==> src/rtl/phy_tx_pkg.sv <==
// Shared encodings for the PHY-TX MII framer: FSM states, fixed nibbles and FIFO word layout.
package phy_tx_pkg;

    typedef enum logic [2:0] {
        ST_IDLE = 3'd0,
        ST_PRE  = 3'd1,
        ST_SFD  = 3'd2,
        ST_DLO  = 3'd3,
        ST_DHI  = 3'd4,
        ST_ABT  = 3'd5,
        ST_DRN  = 3'd6,
        ST_IFG  = 3'd7
    } state_e;

    localparam logic [3:0] NIB_PRE = 4'h5;
    localparam logic [3:0] NIB_SFD = 4'hD;
    localparam int         DEL_BIT = 8;

endpackage

==> src/rtl/phy_tx_stat_ctr.sv <==
// Wrapping statistics counter with a single-cycle increment enable.
module phy_tx_stat_ctr #(
    parameter int CNT_W = 16
) (
    input  logic             clk,
    input  logic             arst_n,
    input  logic             inc_i,
    output logic [CNT_W-1:0] cnt_o
);

    logic [CNT_W-1:0] cnt_q;
    logic [CNT_W-1:0] cnt_d;

    assign cnt_d = inc_i ? cnt_q + CNT_W'(1) : cnt_q;
    assign cnt_o = cnt_q;

    always_ff @(posedge clk or negedge arst_n) begin
        if (!arst_n) begin
            cnt_q <= '0;
        end else begin
            cnt_q <= cnt_d;
        end
    end

endmodule

==> src/rtl/phy_tx_mii_framer.sv <==
// Drains the PHY-TX FIFO onto a 100 Mb/s MII: preamble/SFD insertion, nibble serialisation,
// underrun abort with drain, and inter-frame gap. Define PHY_TX_STATS_EN for frame/underrun counters.
module phy_tx_mii_framer
    import phy_tx_pkg::*;
#(
    parameter int PRE_NIBBLES = 15,
    parameter int IFG_NIBBLES = 24,
    parameter int CNT_W       = 16
) (
    input  logic             clk,
    input  logic             arst_n,
    input  logic             enable,
    input  logic [8:0]       fifo_dout,
    input  logic             fifo_empty,
    output logic             fifo_rden,
    output logic             mii_tx_en,
    output logic [3:0]       mii_txd,
    output logic             mii_tx_er,
    output logic             busy
`ifdef PHY_TX_STATS_EN
    ,
    output logic [CNT_W-1:0] frame_cnt,
    output logic [CNT_W-1:0] underrun_cnt
`endif
);

    localparam logic [4:0] PRE_LAST = 5'(PRE_NIBBLES - 1);
    // The mandatory IDLE cycle before PRE supplies the final gap nibble.
    localparam logic [4:0] IFG_LAST = 5'(IFG_NIBBLES - 2);

    state_e     state_q;
    logic [4:0] nib_cnt_q;
    logic [8:0] hold_q;
    logic       urun_q;
    logic       rd_pend_q;
    logic       tx_en_q;
    logic       tx_er_q;
    logic [3:0] txd_q;

    logic       hold_del;
    logic       drain_done;

    assign hold_del   = hold_q[DEL_BIT];
    assign drain_done = rd_pend_q && fifo_dout[DEL_BIT];

    assign mii_tx_en = tx_en_q;
    assign mii_txd   = txd_q;
    assign mii_tx_er = tx_er_q;
    assign busy      = (state_q != ST_IDLE);

    // While draining, hold off the read in the cycle the tail word returns so the next frame's head stays queued.
    always_comb begin
        fifo_rden = 1'b0;
        case (state_q)
            ST_PRE:  fifo_rden = (nib_cnt_q == PRE_LAST);
            ST_DLO:  fifo_rden = !hold_del && !fifo_empty;
            ST_DRN:  fifo_rden = !fifo_empty && !drain_done;
            default: fifo_rden = 1'b0;
        endcase
    end

    always_ff @(posedge clk or negedge arst_n) begin
        if (!arst_n) begin
            state_q   <= ST_IDLE;
            nib_cnt_q <= '0;
            hold_q    <= '0;
            urun_q    <= 1'b0;
            rd_pend_q <= 1'b0;
            tx_en_q   <= 1'b0;
            tx_er_q   <= 1'b0;
            txd_q     <= '0;
        end else begin
            rd_pend_q <= fifo_rden;
            tx_en_q   <= 1'b0;
            tx_er_q   <= 1'b0;
            txd_q     <= '0;
            case (state_q)
                ST_IDLE: begin
                    if (enable && !fifo_empty) begin
                        state_q   <= ST_PRE;
                        nib_cnt_q <= '0;
                    end
                end
                ST_PRE: begin
                    tx_en_q   <= 1'b1;
                    txd_q     <= NIB_PRE;
                    nib_cnt_q <= nib_cnt_q + 5'd1;
                    if (nib_cnt_q == PRE_LAST) begin
                        state_q <= ST_SFD;
                    end
                end
                ST_SFD: begin
                    tx_en_q <= 1'b1;
                    txd_q   <= NIB_SFD;
                    hold_q  <= fifo_dout;
                    urun_q  <= 1'b0;
                    state_q <= ST_DLO;
                end
                ST_DLO: begin
                    tx_en_q <= 1'b1;
                    txd_q   <= hold_q[3:0];
                    if (!hold_del && fifo_empty) begin
                        urun_q <= 1'b1;
                    end
                    state_q <= ST_DHI;
                end
                ST_DHI: begin
                    tx_en_q <= 1'b1;
                    txd_q   <= hold_q[7:4];
                    if (hold_del) begin
                        state_q   <= ST_IFG;
                        nib_cnt_q <= '0;
                    end else if (urun_q) begin
                        state_q <= ST_ABT;
                    end else begin
                        hold_q  <= fifo_dout;
                        state_q <= ST_DLO;
                    end
                end
                ST_ABT: begin
                    tx_en_q <= 1'b1;
                    tx_er_q <= 1'b1;
                    state_q <= ST_DRN;
                end
                ST_DRN: begin
                    if (drain_done) begin
                        state_q   <= ST_IFG;
                        nib_cnt_q <= '0;
                    end
                end
                ST_IFG: begin
                    nib_cnt_q <= nib_cnt_q + 5'd1;
                    if (nib_cnt_q == IFG_LAST) begin
                        state_q <= ST_IDLE;
                    end
                end
                default: state_q <= ST_IDLE;
            endcase
        end
    end

`ifdef PHY_TX_STATS_EN
    logic frame_inc;
    logic urun_inc;

    assign frame_inc = (state_q == ST_DHI) && hold_del;
    assign urun_inc  = (state_q == ST_DHI) && !hold_del && urun_q;

    phy_tx_stat_ctr #(.CNT_W(CNT_W)) u_frame_ctr (
        .clk    (clk),
        .arst_n (arst_n),
        .inc_i  (frame_inc),
        .cnt_o  (frame_cnt)
    );

    phy_tx_stat_ctr #(.CNT_W(CNT_W)) u_urun_ctr (
        .clk    (clk),
        .arst_n (arst_n),
        .inc_i  (urun_inc),
        .cnt_o  (underrun_cnt)
    );
`endif

endmodule

==> config.mk <==
export PLATFORM = sky130hd
export DESIGN_NAME = phy_tx_mii_framer
export DESIGN_NICKNAME = d
export VERILOG_FILES = /design/src/rtl/phy_tx_pkg.sv /design/src/rtl/phy_tx_stat_ctr.sv /design/src/rtl/phy_tx_mii_framer.sv
export SDC_FILE = /design/constraint.sdc
export NUM_CORES = 1
export LEC_CHECK = 0
export ABC_CLOCK_PERIOD_IN_PS = 2170
export CORE_AREA = 5 5 77 79
export CTS_CLUSTER_DIAMETER = 80
export DETAILED_ROUTE_END_ITERATION = 10
export DIE_AREA = 0 0 82 84
export RECOVER_POWER = 100
export SYNTH_ARGS = -nofsm -noshare
export SYNTH_HDL_FRONTEND = slang
export SYNTH_SLANG_ARGS = --single-unit
==> constraint.sdc <==
create_clock -name clk -period 2.17 [get_ports clk]
set_input_delay 0.434 -clock clk [delete_from_list [all_inputs] [get_ports clk]]
set_output_delay 0.434 -clock clk [all_outputs]
set_load 0.02 [all_outputs]
# Word level (Yosys, flattened, before mapping)
# Index checks and enable logic that the tools add are counted.
# op_classes
addsub	1
n_eq_ne	17
muxes	20
reduce_logical	19
# op_table
op	count
$pmux 3 s8	1
$pmux 5 s4	1
$mux 3	6
$mux 9	2
$pmux 9 s2	1
$ne 2x2->1 const B	8
$pmux 4 s4	1
$mux 5	3
$eq 3x3->1 const B	4
$reduce_and 4->1	2
$eq 3x2->1 const B	2
$add 5x1->5 const B	1
$eq 5x4->1 const B	1
$eq 5x5->1 const B	1
$logic_and 1x1->1	5
$reduce_or 5->1	1
$reduce_bool 2->1	2
$reduce_bool 4->1	1
$eq 3x1->1 const B	1
$logic_not 1->1	3
$logic_not 3->1	1
$mux 1	3
$pmux 1 s3	1
$reduce_and 3->1	1
other kinds (4)	4
# totals
ff_bits	25
in_bits	13

# Logic depth before layout (Yosys ltp)
# depth
depth_word	4
mapped_depth	6

# Worst setup path after synthesis
# Ideal clock, no wire load.
# synth_timing
path_type	reg2out
startpoint	register nib_cnt_q[0]
endpoint	output port fifo_rden
arrival_time_ns	1.493
required_ns	1.736
slack_ns	0.243
path_stages_with_launch	5
n_path_buf	0
path_cell_list	dfrtp_1 -> inv_1 -> ha_1 -> nand4b_1 -> o41ai_1
# synth_between
elab_chain_cells	2
# synth_rtl
element	line	text
start, declared	phy_tx_mii_framer.sv:32	logic [4:0] nib_cnt_q;
start signal, assigned	phy_tx_mii_framer.sv:87	nib_cnt_q <= nib_cnt_q + 5'd1;
start signal, assigned	phy_tx_mii_framer.sv:132	nib_cnt_q <= nib_cnt_q + 5'd1;
$eq 5x4->1	phy_tx_mii_framer.sv:55	ST_PRE: fifo_rden = (nib_cnt_q == PRE_LAST);
$pmux 1 s3	phy_tx_mii_framer.sv:54	case (state_q)
end, declared	phy_tx_mii_framer.sv:15	output logic fifo_rden,
# Every way passes these cells.

# Worst setup path after layout
# layout_timing
startpoint	register state_q[0]
endpoint	output port fifo_rden
# layout_between
elab_chain_cells	2
word_cells_on_any_way	4
cone_classes	3 x eq/ne; 1 x mux
# layout_rtl
element	line	text
start, declared	phy_tx_mii_framer.sv:31	state_e state_q;
start signal, assigned	phy_tx_mii_framer.sv:64	state_q <= ST_IDLE;
start signal, assigned	phy_tx_mii_framer.sv:80	state_q <= ST_PRE;
start signal, assigned	phy_tx_mii_framer.sv:89	state_q <= ST_SFD;
$eq 3x3->1, or another cell as far along	phy_tx_mii_framer.sv:54	
$pmux 1 s3 (*)	phy_tx_mii_framer.sv:54	
# Every way passes the cells marked *; elsewhere a longest branch is shown, timed or not.

==> metrics.cfg <==
[outcome]
status = complete, no violations

[yosys]
synth.top_cells.by_count = dfrtp_1, o21ai_0, mux2_2, nand2_1, inv_1
yosys_warnings = 0
ys.flop_type = dfrtp_1
yosysTopAreaCell = dfrtp_1
ys_seq_area_share_pct = 50.30
synth_enable_flop_cells = 0
synth_most_common_cell = dfrtp_1
ys_ff_latch = 25
synth_area_per_cell_sq_um = 10.81
syn_inst = 115
syn_nets = 130
ys_async_sr_fraction_pct = 100.0
synth_top_cell_area_share_pct = 50.30
syn-cell-area_sq_um = 1244
synth.distinct_cells = 40
synthTopCellsByArea = dfrtp_1, mux2_2, o21ai_0, nand2_1, ha_1

[global_routing]
grt_pass1_wl_um = 4416
first_global_vias = 925
antenna_found_initial = 0
grt.overflow.total = 0
grt_use_total_pct = 8.184
grt_max_degree = 26

[setup_path]
path_class = reg -> out
critPathCaptureType = output pin
startpoint_type = register
crit_required_ps = 1740
cp_max_fo = 4
crit_arrival_ps = 1700

[timing]
clock_skew_ps = 4.241
fin_crit_ps = 2133
rsz0062_at_grt = yes
slew_viol_final = 0
max_freq_ghz = 0.4688
setup_viol = 0
fin_crit_sh_pct = 98.30
finalHoldViolations = 0
tightest_slew_ps = 1378
relSlewSlack_pct = 8.122

[layout]
area_growth_pct = 36.22
diodes = 0
stdcell_count = 225
layout-drive-gt1-share_pct = 24.18
nets = 169

[floorplan]
die_w_um = 82
initial_core_util_pct = 23.60
io_pins = 21
rows = 27
die_area_sq_um = 6888
fp.coreArea_sq_um = 5270
fp.dieH_um = 84

[clock_network]
cts.hold.buffers_added = 0
cts_buffer_depth = 2
clock_latency_ps = 270
cts_buffers = 3
cts_num_sinks = 25
clkTransAtPathRegs_ps = 90
root_buffer = clkbuf_8
cts_tree = done
htree_num_levels = 1

[drt]
drc_errors = 0
drtAntennaViolNets = 0
drtIter0Drc = 48
routed_wl_um = 2694
vias = 1004
viasPerCell = 4.462
drt_pass1_iterations = 4
routedWlPerCell_um = 11.97

[placed_design]
gp_congestion = 0.7269
hpwl_um = 1959
place_inst = 220
place.port_buffers = 20

[hold_path]
holdCritPathClass = reg -> reg

[pwr]
peakVddDrop_mv = 0.3058
power_uw = 2333
p_per_area_nw_per_um2 = 1377
power.leakage_uw = 0.0007296

[flow_run]
drv_cap = 0

what timing repair did:
item | 4_1_cts | 5_1_grt
pin swaps | 0 | 1
gates cloned | 0 | 0
setup buffers | 0 | 1
resized for setup | 9 | 1
endpoints found under the setup margin | 2 | 1
per-stage QoR:
| step | utilization (%) | cell area [sq um] | setup WS, ps | setup TNS [ps] | hold WS, ps |
|---|---|---|---|---|---|
| 2_1_floorplan | - | 1244 | 242.9 | 0 | 138.4 |
| 3_3_place_gp | 31.15 | 1642 | -530.7 | -530.7 | 478.3 |
| 3_5_place_dp | 31.15 | 1642 | -552.3 | -552.3 | 476.0 |
| 4_1_cts | 32.07 | 1690 | -11.28 | -11.28 | 497.7 |
| 5_1_grt | 32.15 | 1694 | -36.89 | -36.89 | 528.2 |
| 6_report | 32.15 | 1694 | 36.97 | 0 | 493.5 |
placed cells by master, fill, tap and decap left out, types with 3 or more instances in the layout:
cell type	synthesis	final
nand3_1	5	5
o21ai_0	12	12
or3_1	3	3
nor2b_1	4	4
nand2b_1	2	3
buf_4	1	18
nor2_1	3	3
nand2_1	7	7
inv_1	6	6
clkdlybuf4s50_1	0	16
dfrtp_1	25	25
mux2_2	9	9
clkbuf_8	0	3
power breakdown:
part | internal [uW] | switching, uW | total (uW)
clock network | 128 | 148 | 276
logic | 635 | 642 | 1280
registers | 675 | 105 | 780
final cells by class:
cell class                      instances  area (sq um)
Clock buffer                            3         41.29
Clock inverter                          1         5.005
Fill cell                             573          3576
Inverter                                6         22.52
Multi-Input combinational cell         80         583.1
Sequential cell                        25         625.6
Tap cell                               72         90.09
Timing Repair Buffer                   38         326.6
critical path, cell delays in order (launching register included):
cell and delay (ps):
dfrtp_1 410, nand3b_1 210, mux2_2 300, a211o_1 250, o41ai_2 70, buf_4 200
registers in the layout, indices dropped and copies added (netlist names):
| signal | count |
|---|---|
| hold_q | 9 |
| nib_cnt_q | 5 |
| mii_txd | 4 |
| state_q | 3 |
| mii_tx_en | 1 |
| mii_tx_er | 1 |
| rd_pend_q | 1 |
| urun_q | 1 |
final timing paths:
check,cells after the start,slack (ps),from,end
worst max-delay path,5,40,state_q[0],fifo_rden
worst min-delay path,2,490,hold_q[4],mii_txd[0]
worst max register to register,5,180,state_q[1],hold_q[6]
worst min register to register,2,490,hold_q[4],mii_txd[0]
max in group asynchronous,2,360,arst_n,urun_q
min in group asynchronous,2,1000,arst_n,mii_tx_en
routing by layer:
metal  track usage (%)  wire [um]  vias up
met5                 0          0        -
met4             3.172         22        0
met3             1.836        135        2
met2             12.71       1305       23
met1             10.86       1230      489
li1                  -          -      490
cells by family after synthesis:
logic type                 count (synthesis)  synth area share [%]
xor gates and xnor gates                   1                0.7044
and+or+nand+nor                           39                 18.61
adders and majority gates                  2                 2.012
DFF                                       25                 50.30
muxes                                     10                 8.954
AOI/OAI and AO/OA                         28                 16.00
buffers and inverters                     10                 3.420
Power figures use the tool's default switching activity.
